## config.mk

```make
export PLATFORM = sky130hd
export DESIGN_NAME = histo_sequencer
export DESIGN_NICKNAME = d
export VERILOG_FILES = /design/src/rtl/histo_pkg.sv /design/src/rtl/histo_prio_enc.sv /design/src/rtl/histo_sequencer.sv
export SDC_FILE = /design/constraint.sdc
export NUM_CORES = 1
export LEC_CHECK = 0
export BUFFER_PORTS_ARGS = -buffer_cell sky130_fd_sc_hd__buf_4
export CAP_MARGIN = 20
export CORE_MARGIN = 2
export CORE_UTILIZATION = 56
export DETAILED_ROUTE_END_ITERATION = 8
export PLACE_DENSITY = 0.8
export SLEW_MARGIN = 30
export SYNTH_ARGS = -nofsm -noshare
export SYNTH_HDL_FRONTEND = slang
export SYNTH_SLANG_ARGS = --single-unit
```

## constraint.sdc

```tcl
create_clock -name CLK -period 2.8 [get_ports CLK]
set_input_delay 0.28 -clock CLK [delete_from_list [all_inputs] [get_ports CLK]]
set_output_delay 0.28 -clock CLK [all_outputs]
set_load 0.05 [all_outputs]
```

## src/rtl/histo_pkg.sv

```systemverilog
// Shared constants and state encoding for the histogram RAM sequencer.
package histo_pkg;
  localparam int HISTO_ADDR_W = 12;
  localparam int HISTO_NCH    = 8;
  localparam int HISTO_SEL_W  = $clog2(HISTO_NCH);

  typedef enum logic [2:0] {
    IDLE  = 3'd0,
    CLEAR = 3'd1,
    ACQ   = 3'd2,
    DRAIN = 3'd3,
    READY = 3'd4
  } histo_state_t;
endpackage

```

## src/rtl/histo_prio_enc.sv

```systemverilog
// Lowest-set-bit priority encoder over the channel mask.
module histo_prio_enc
  import histo_pkg::*;
(
  input  logic [HISTO_NCH-1:0]   reqMask,
  output logic [HISTO_SEL_W-1:0] idx,
  output logic                   valid
);
  // Scanning downward lets the lowest set bit be the last (winning) assignment.
  always_comb begin
    idx   = '0;
    valid = 1'b0;
    for (int i = HISTO_NCH - 1; i >= 0; i--) begin
      if (reqMask[i]) begin
        idx   = HISTO_SEL_W'(i);
        valid = 1'b1;
      end
    end
  end
endmodule

```

## src/rtl/histo_sequencer.sv

```systemverilog
// Channel scheduler for the ADC histogram RAM: clear, acquire, drain, hand off.
// Optional readout timeout is built only when HISTO_SEQ_TIMEOUT_EN is defined.
module histo_sequencer
  import histo_pkg::*;
#(
  parameter int ADDR_W      = HISTO_ADDR_W,
  parameter int CNT_W       = 32,
  parameter int DRAIN_CYC   = 4,
  parameter int TIMEOUT_CYC = 1000000
) (
  input  logic                   CLK,
  input  logic                   RST,
  input  logic                   START,
  input  logic                   ABORT,
  input  logic [HISTO_NCH-1:0]   CH_MASK,
  input  logic [CNT_W-1:0]       SAMPLE_COUNT,
  input  logic                   SAMPLE_VALID,
  input  logic                   READOUT_DONE,
  output logic [HISTO_SEL_W-1:0] ADC_SEL,
  output logic                   HISTO_EN,
  output logic                   CLR_WE,
  output logic [ADDR_W-1:0]      CLR_ADDR,
  output logic                   BUSY,
  output logic                   CH_READY,
  output logic                   DONE,
  output logic [CNT_W-1:0]       SAMPLES_TAKEN,
  output logic                   TIMEOUT_ERR,
  output logic [2:0]             STATE_DBG
);
  // Handshakes: SAMPLE_VALID is a single-cycle strobe counted only while HISTO_EN
  // is high; CH_READY is a level held until a single-cycle READOUT_DONE is seen
  // in the same cycle, which consumes the channel. Strobes in other states are dropped.
  localparam int DRAIN_W = (DRAIN_CYC > 1) ? $clog2(DRAIN_CYC + 1) : 1;

  histo_state_t state, nextState;

  logic [HISTO_NCH-1:0]   chMask;
  logic [CNT_W-1:0]       target;
  logic [CNT_W-1:0]       samplesTaken;
  logic [CNT_W-1:0]       samplesInc;
  logic [ADDR_W-1:0]      clrAddr;
  logic [DRAIN_W-1:0]     drainCnt;
  logic [HISTO_SEL_W-1:0] adcSel;
  logic                   doneReg;
  logic                   advance;
  logic                   sampleHit;
  logic [HISTO_NCH-1:0]   selBit;
  logic [HISTO_NCH-1:0]   remMask;
  logic [HISTO_NCH-1:0]   encIn;
  logic [HISTO_SEL_W-1:0] encIdx;
  logic                   encValid;

  assign selBit     = HISTO_NCH'(1) << adcSel;
  assign remMask    = chMask & ~selBit;
  assign samplesInc = samplesTaken + CNT_W'(1);
  assign sampleHit  = (samplesInc == target);
  // One encoder serves both the START pick and the post-readout advance.
  assign encIn      = (state == IDLE) ? CH_MASK : remMask;

  histo_prio_enc uPrioEnc (
    .reqMask (encIn),
    .idx     (encIdx),
    .valid   (encValid)
  );

  always_ff @(posedge CLK) begin
    if (RST) state <= IDLE;
    else     state <= nextState;
  end

  always_comb begin
    nextState = state;
    case (state)
      IDLE:    if (START && CH_MASK != '0) nextState = CLEAR;
      CLEAR:   if (clrAddr == {ADDR_W{1'b1}}) nextState = ACQ;
      ACQ:     if (SAMPLE_VALID && sampleHit) nextState = DRAIN;
      DRAIN:   if (drainCnt == DRAIN_W'(DRAIN_CYC - 1)) nextState = READY;
      READY:   if (advance) nextState = encValid ? CLEAR : IDLE;
      default: nextState = IDLE;
    endcase
    if (ABORT) nextState = IDLE;
  end

  always_comb begin
    BUSY     = (state != IDLE);
    HISTO_EN = (state == ACQ);
    CLR_WE   = (state == CLEAR);
    CH_READY = (state == READY);
  end

  always_ff @(posedge CLK) begin
    if (RST) begin
      chMask       <= '0;
      target       <= '0;
      samplesTaken <= '0;
      clrAddr      <= '0;
      drainCnt     <= '0;
      adcSel       <= '0;
      doneReg      <= 1'b0;
    end else begin
      doneReg <= 1'b0;
      if (!ABORT) begin
        case (state)
          IDLE: begin
            if (START) begin
              if (CH_MASK == '0) begin
                doneReg <= 1'b1;
              end else begin
                chMask       <= CH_MASK;
                target       <= (SAMPLE_COUNT == '0) ? CNT_W'(1) : SAMPLE_COUNT;
                adcSel       <= encIdx;
                clrAddr      <= '0;
                samplesTaken <= '0;
              end
            end
          end
          CLEAR: clrAddr <= clrAddr + ADDR_W'(1);
          ACQ: begin
            drainCnt <= '0;
            if (SAMPLE_VALID) samplesTaken <= samplesInc;
          end
          DRAIN: drainCnt <= drainCnt + DRAIN_W'(1);
          READY: begin
            if (advance) begin
              chMask <= remMask;
              if (encValid) begin
                adcSel       <= encIdx;
                clrAddr      <= '0;
                samplesTaken <= '0;
              end else begin
                doneReg <= 1'b1;
              end
            end
          end
          default: ;
        endcase
      end
    end
  end

`ifdef HISTO_SEQ_TIMEOUT_EN
  localparam int TO_W = $clog2(TIMEOUT_CYC + 1);
  logic [TO_W-1:0] toCnt;
  logic            toHit;
  logic            timeoutErr;

  assign toHit   = (toCnt == TO_W'(TIMEOUT_CYC - 1));
  assign advance = READOUT_DONE | toHit;

  always_ff @(posedge CLK) begin
    if (RST) begin
      toCnt      <= '0;
      timeoutErr <= 1'b0;
    end else begin
      toCnt <= (state == READY && nextState == READY) ? toCnt + TO_W'(1) : '0;
      if (!ABORT && state == IDLE && START)
        timeoutErr <= 1'b0;
      else if (!ABORT && state == READY && toHit && !READOUT_DONE)
        timeoutErr <= 1'b1;
    end
  end

  assign TIMEOUT_ERR = timeoutErr;
`else
  assign advance     = READOUT_DONE;
  // Constant zero; the term only keeps the parameter referenced in this build.
  assign TIMEOUT_ERR = 1'b0 & (TIMEOUT_CYC == 0);
`endif

  assign ADC_SEL       = adcSel;
  assign CLR_ADDR      = clrAddr;
  assign SAMPLES_TAKEN = samplesTaken;
  assign DONE          = doneReg;
  assign STATE_DBG     = state;
endmodule

```

==> impl_metrics.yaml <==
finish:
  layout.cells.non_filler: 953
  drive_gt1_share_pct: 20.02
  final_util_pct: 70.66
  diodes: 0
  nets: 869
  design_area_um2: 6560
  area_delta_synth_final_pct: 21.39
  nFillCells: 793
sta:
  tns_ps: 0
  slew-limit-headroom_pct: 59.97
  setup_violations: 0
  final_max_slew_viol_count: 0
  fin_worst_skew_ps: 12.33
  max_freq_mhz: 380.3
  hold_viol: 0
  worst_slew_pin_slew_ps: 598.6
  period_needed_ps: 2629
  rsz0062_at_grt: "true"
  fin_crit_sh_pct: 93.91
  final.setup.worst_slack_ps: 170.6
  hold_ws_ps: 172.0
worst_setup_path:
  crit_type: "register to register"
  end_kind: "register"
  critPathRequiredTime_ps: 3080
  r2r_slack_ps: 170
  r2r_start: "SAMPLES_TAKEN[0]"
  crit_arrival_ps: 2910
  reg2reg_to: "STATE_DBG[0]"
  critPathMaxFanout: 7
  reg2reg_depth: 10
  cp-startpoint: "SAMPLES_TAKEN[0]"
  critical_path.startpoint_type: "register"
  cp-endpoint: "STATE_DBG[0]"
clocking:
  cts_max_level: 3
  cts_tree: "built"
  clkLatencyLatePin_ps: 350
  cts_hold_buf: 0
  cts_buffers: 9
  cts.clk_slew.worst_paths_ps: 90
  cts_setup_buffers: 0
  post_cts_resized: 0
  clock_sinks: 94
  clockBufferDepth: 2
  cts_root_buf: "clkbuf_8"
drt:
  viasPerCell: 5.928
  antenna_left: 0
  post_drt_wl_per_cell_um: 16.20
  drt_iter0_drc: 350
  drc_errors: 0
  dr.pass1.iters: 5
  dr_total_vias: 5649
  wl_um: 15440
yosys:
  synth_ff_type: "dfxtp_1"
  muxShareOfSynthArea_pct: 1.482
  ys_seq_elements: 94
  synth_compound_area_share_pct: 17.50
  synth_cells: 728
  synth_simple_gate_area_share_pct: 31.07
  synth_area_per_cell_um2: 7.423
  yosysSeqAreaShare_pct: 34.82
  netlist_area_um2: 5404
  syn_nets: 778
  synth_fa_ha_area_share_pct: 0.9261
  ys_warn_count: 0
  synth-xor-area-share_pct: 9.724
  synthArstFlopShare_pct: 0
  synth_top_family_by_area: "simple AND/OR/NAND/NOR gates"
  synth_edf_count: 0
  ys_types: 55
floorplan:
  initial_core_util_pct: 58.21
  dieArea_um2: 10450
  row_count: 35
  fp.coreArea_um2: 9284
  die_w_um: 102.2
  pin_count: 102
  die_y_um: 102.2
power_and_ir_drop:
  power_density_nw_per_um2: 413.7
  power.total_mw: 2.714
  peakVddDrop_uv: 243.9
  p_leak_nw: 2.492
global_routing:
  grt_util_all_layers_pct: 29.93
  antenna_found_initial: 0
  grt_pass1_wl_um: 25070
  grt_start_max_net_pins: 55
  grt_pass1_vias: 5243
  overflow: 0
placed_design:
  placed_cell_area_um2: 6339
  dpl.hpwl_um: 11240
  gp_congestion: 0.9162
  dp.cells: 937
  preCtsSetupSlack_ps: 84.15
  port_buffers: 100
run_status:
  status: "complete, no violations"
run:
  cap_violations: 0
worst_hold_path:
  min_path_type: "input pin to register"
flip-flops by register name, indices dropped and copies added, names as in the netlist:
name and count:
ADC_SEL 3, CLR_ADDR 12, DONE 1, SAMPLES_TAKEN 32, STATE_DBG 3, chMask 8, drainCnt 3, target 32
area by class of cell:
cell class / count / area (um^2) / share of cell area [%]
tap: 129 / 161.4 / 2.460
multi-input combinational: 574 / 3317 / 50.56
timing repair buffer: 124 / 943.4 / 14.38
clock inverter: 5 / 58.81 / 0.8964
sequential: 94 / 1888 / 28.78
clock buffer: 11 / 131.4 / 2.003
inverter: 16 / 60.06 / 0.9155
cell families after synthesis:
group | count (synthesis)
DFF | 94
buffers and inverters | 60
adders and majority gates | 4
other | 1
AOI/OAI and AO/OA | 171
and+or+nand+nor | 330
xor gates and xnor gates | 60
muxes | 8
power by group:
part / internal [mW] / switching [mW]
clock: 0.416 / 0.489
sequential: 1.37 / 0.0448
combinational: 0.158 / 0.234
total: 1.95 / 0.767
cells in the final DEF, fill, tap and decap left out, types with 3 or more instances in the layout:
master and instances:
nand2_1 100, mux2i_1 8, buf_4 123, xnor2_1 44, nor4_1 18, a22oi_1 3, nor3_2 3, nor2b_1 5
xor2_1 16, a21oi_1 94, and2_1 8, nor3b_1 3, nand4_1 18, dfxtp_2 5, or3_1 18, nor2_1 70
nor3_1 11, and4_1 3, a211oi_1 4, nand3_1 20, nand3b_1 14, inv_1 15, ha_1 3, and3_1 12
dfxtp_1 89, nand2b_1 3, a31oi_1 7, or2_2 4, or4_1 4, clkbuf_8 9, o21ai_0 44
critical path: stages, from the launching register on:
cell	delay [ps]
dfxtp_1	460
ha_2	280
nand3_2	160
nor4_2	290
buf_4	180
and4_1	300
xnor2_1	170
nor2_1	60
nor4_1	260
nand4_1	160
a211oi_2	230
how the worst min path moves through the flow:
| stage | startpoint | end | slack (ps) | cells after the start |
|---|---|---|---|---|
| 3_3_place_gp | drainCnt[2] | drainCnt[2] | 440 | 2 |
| 6_report | SAMPLE_COUNT[20] | target[20] | 170 | 3 |
| 5_1_grt | SAMPLE_COUNT[26] | target[26] | 180 | 3 |
| 2_1_floorplan | SAMPLE_COUNT[10] | target[10] | 420 | 2 |
| 3_5_place_dp | drainCnt[2] | drainCnt[2] | 450 | 2 |
| 4_1_cts | SAMPLE_COUNT[29] | target[29] | 160 | 3 |
synth_stat cells, types with 3 or more instances:
| library cell | instances | area (um^2) |
|---|---|---|
| nand2b_1 | 3 | 18.77 |
| inv_1 | 15 | 56.30 |
| a211oi_1 | 4 | 30.03 |
| nor2_1 | 71 | 266.5 |
| mux2i_1 | 8 | 80.08 |
| a22oi_1 | 3 | 22.52 |
| or2_2 | 4 | 25.02 |
| nand3b_1 | 14 | 105.1 |
| or3_1 | 18 | 112.6 |
| nor2b_1 | 6 | 37.54 |
| nand4_1 | 18 | 112.6 |
| ha_1 | 4 | 50.05 |
| nand2_1 | 100 | 375.4 |
| a31oi_1 | 7 | 43.79 |
| nor4_1 | 19 | 118.9 |
| o21ai_0 | 44 | 220.2 |
| dfxtp_1 | 94 | 1882 |
| nor3b_1 | 3 | 22.52 |
| nand3_1 | 21 | 105.1 |
| xor2_1 | 16 | 140.1 |
| and2_1 | 8 | 50.05 |
| and4_1 | 3 | 26.28 |
| or4_1 | 5 | 37.54 |
| buf_2 | 7 | 35.03 |
| and3_1 | 12 | 75.07 |
| a21oi_1 | 94 | 470.5 |
| nor3_1 | 13 | 65.06 |
| xnor2_1 | 44 | 385.4 |
| clkbuf_1 | 36 | 135.1 |
routing by layer:
metal	up-vias	global-route usage [%]	routed length, um
met2	253	50.30	7433
met3	23	3.967	1132
li1	2747	-	-
met5	-	0	0
met4	0	10.36	269
met1	2626	39.68	6602
(Power assumes the default switching activity.)
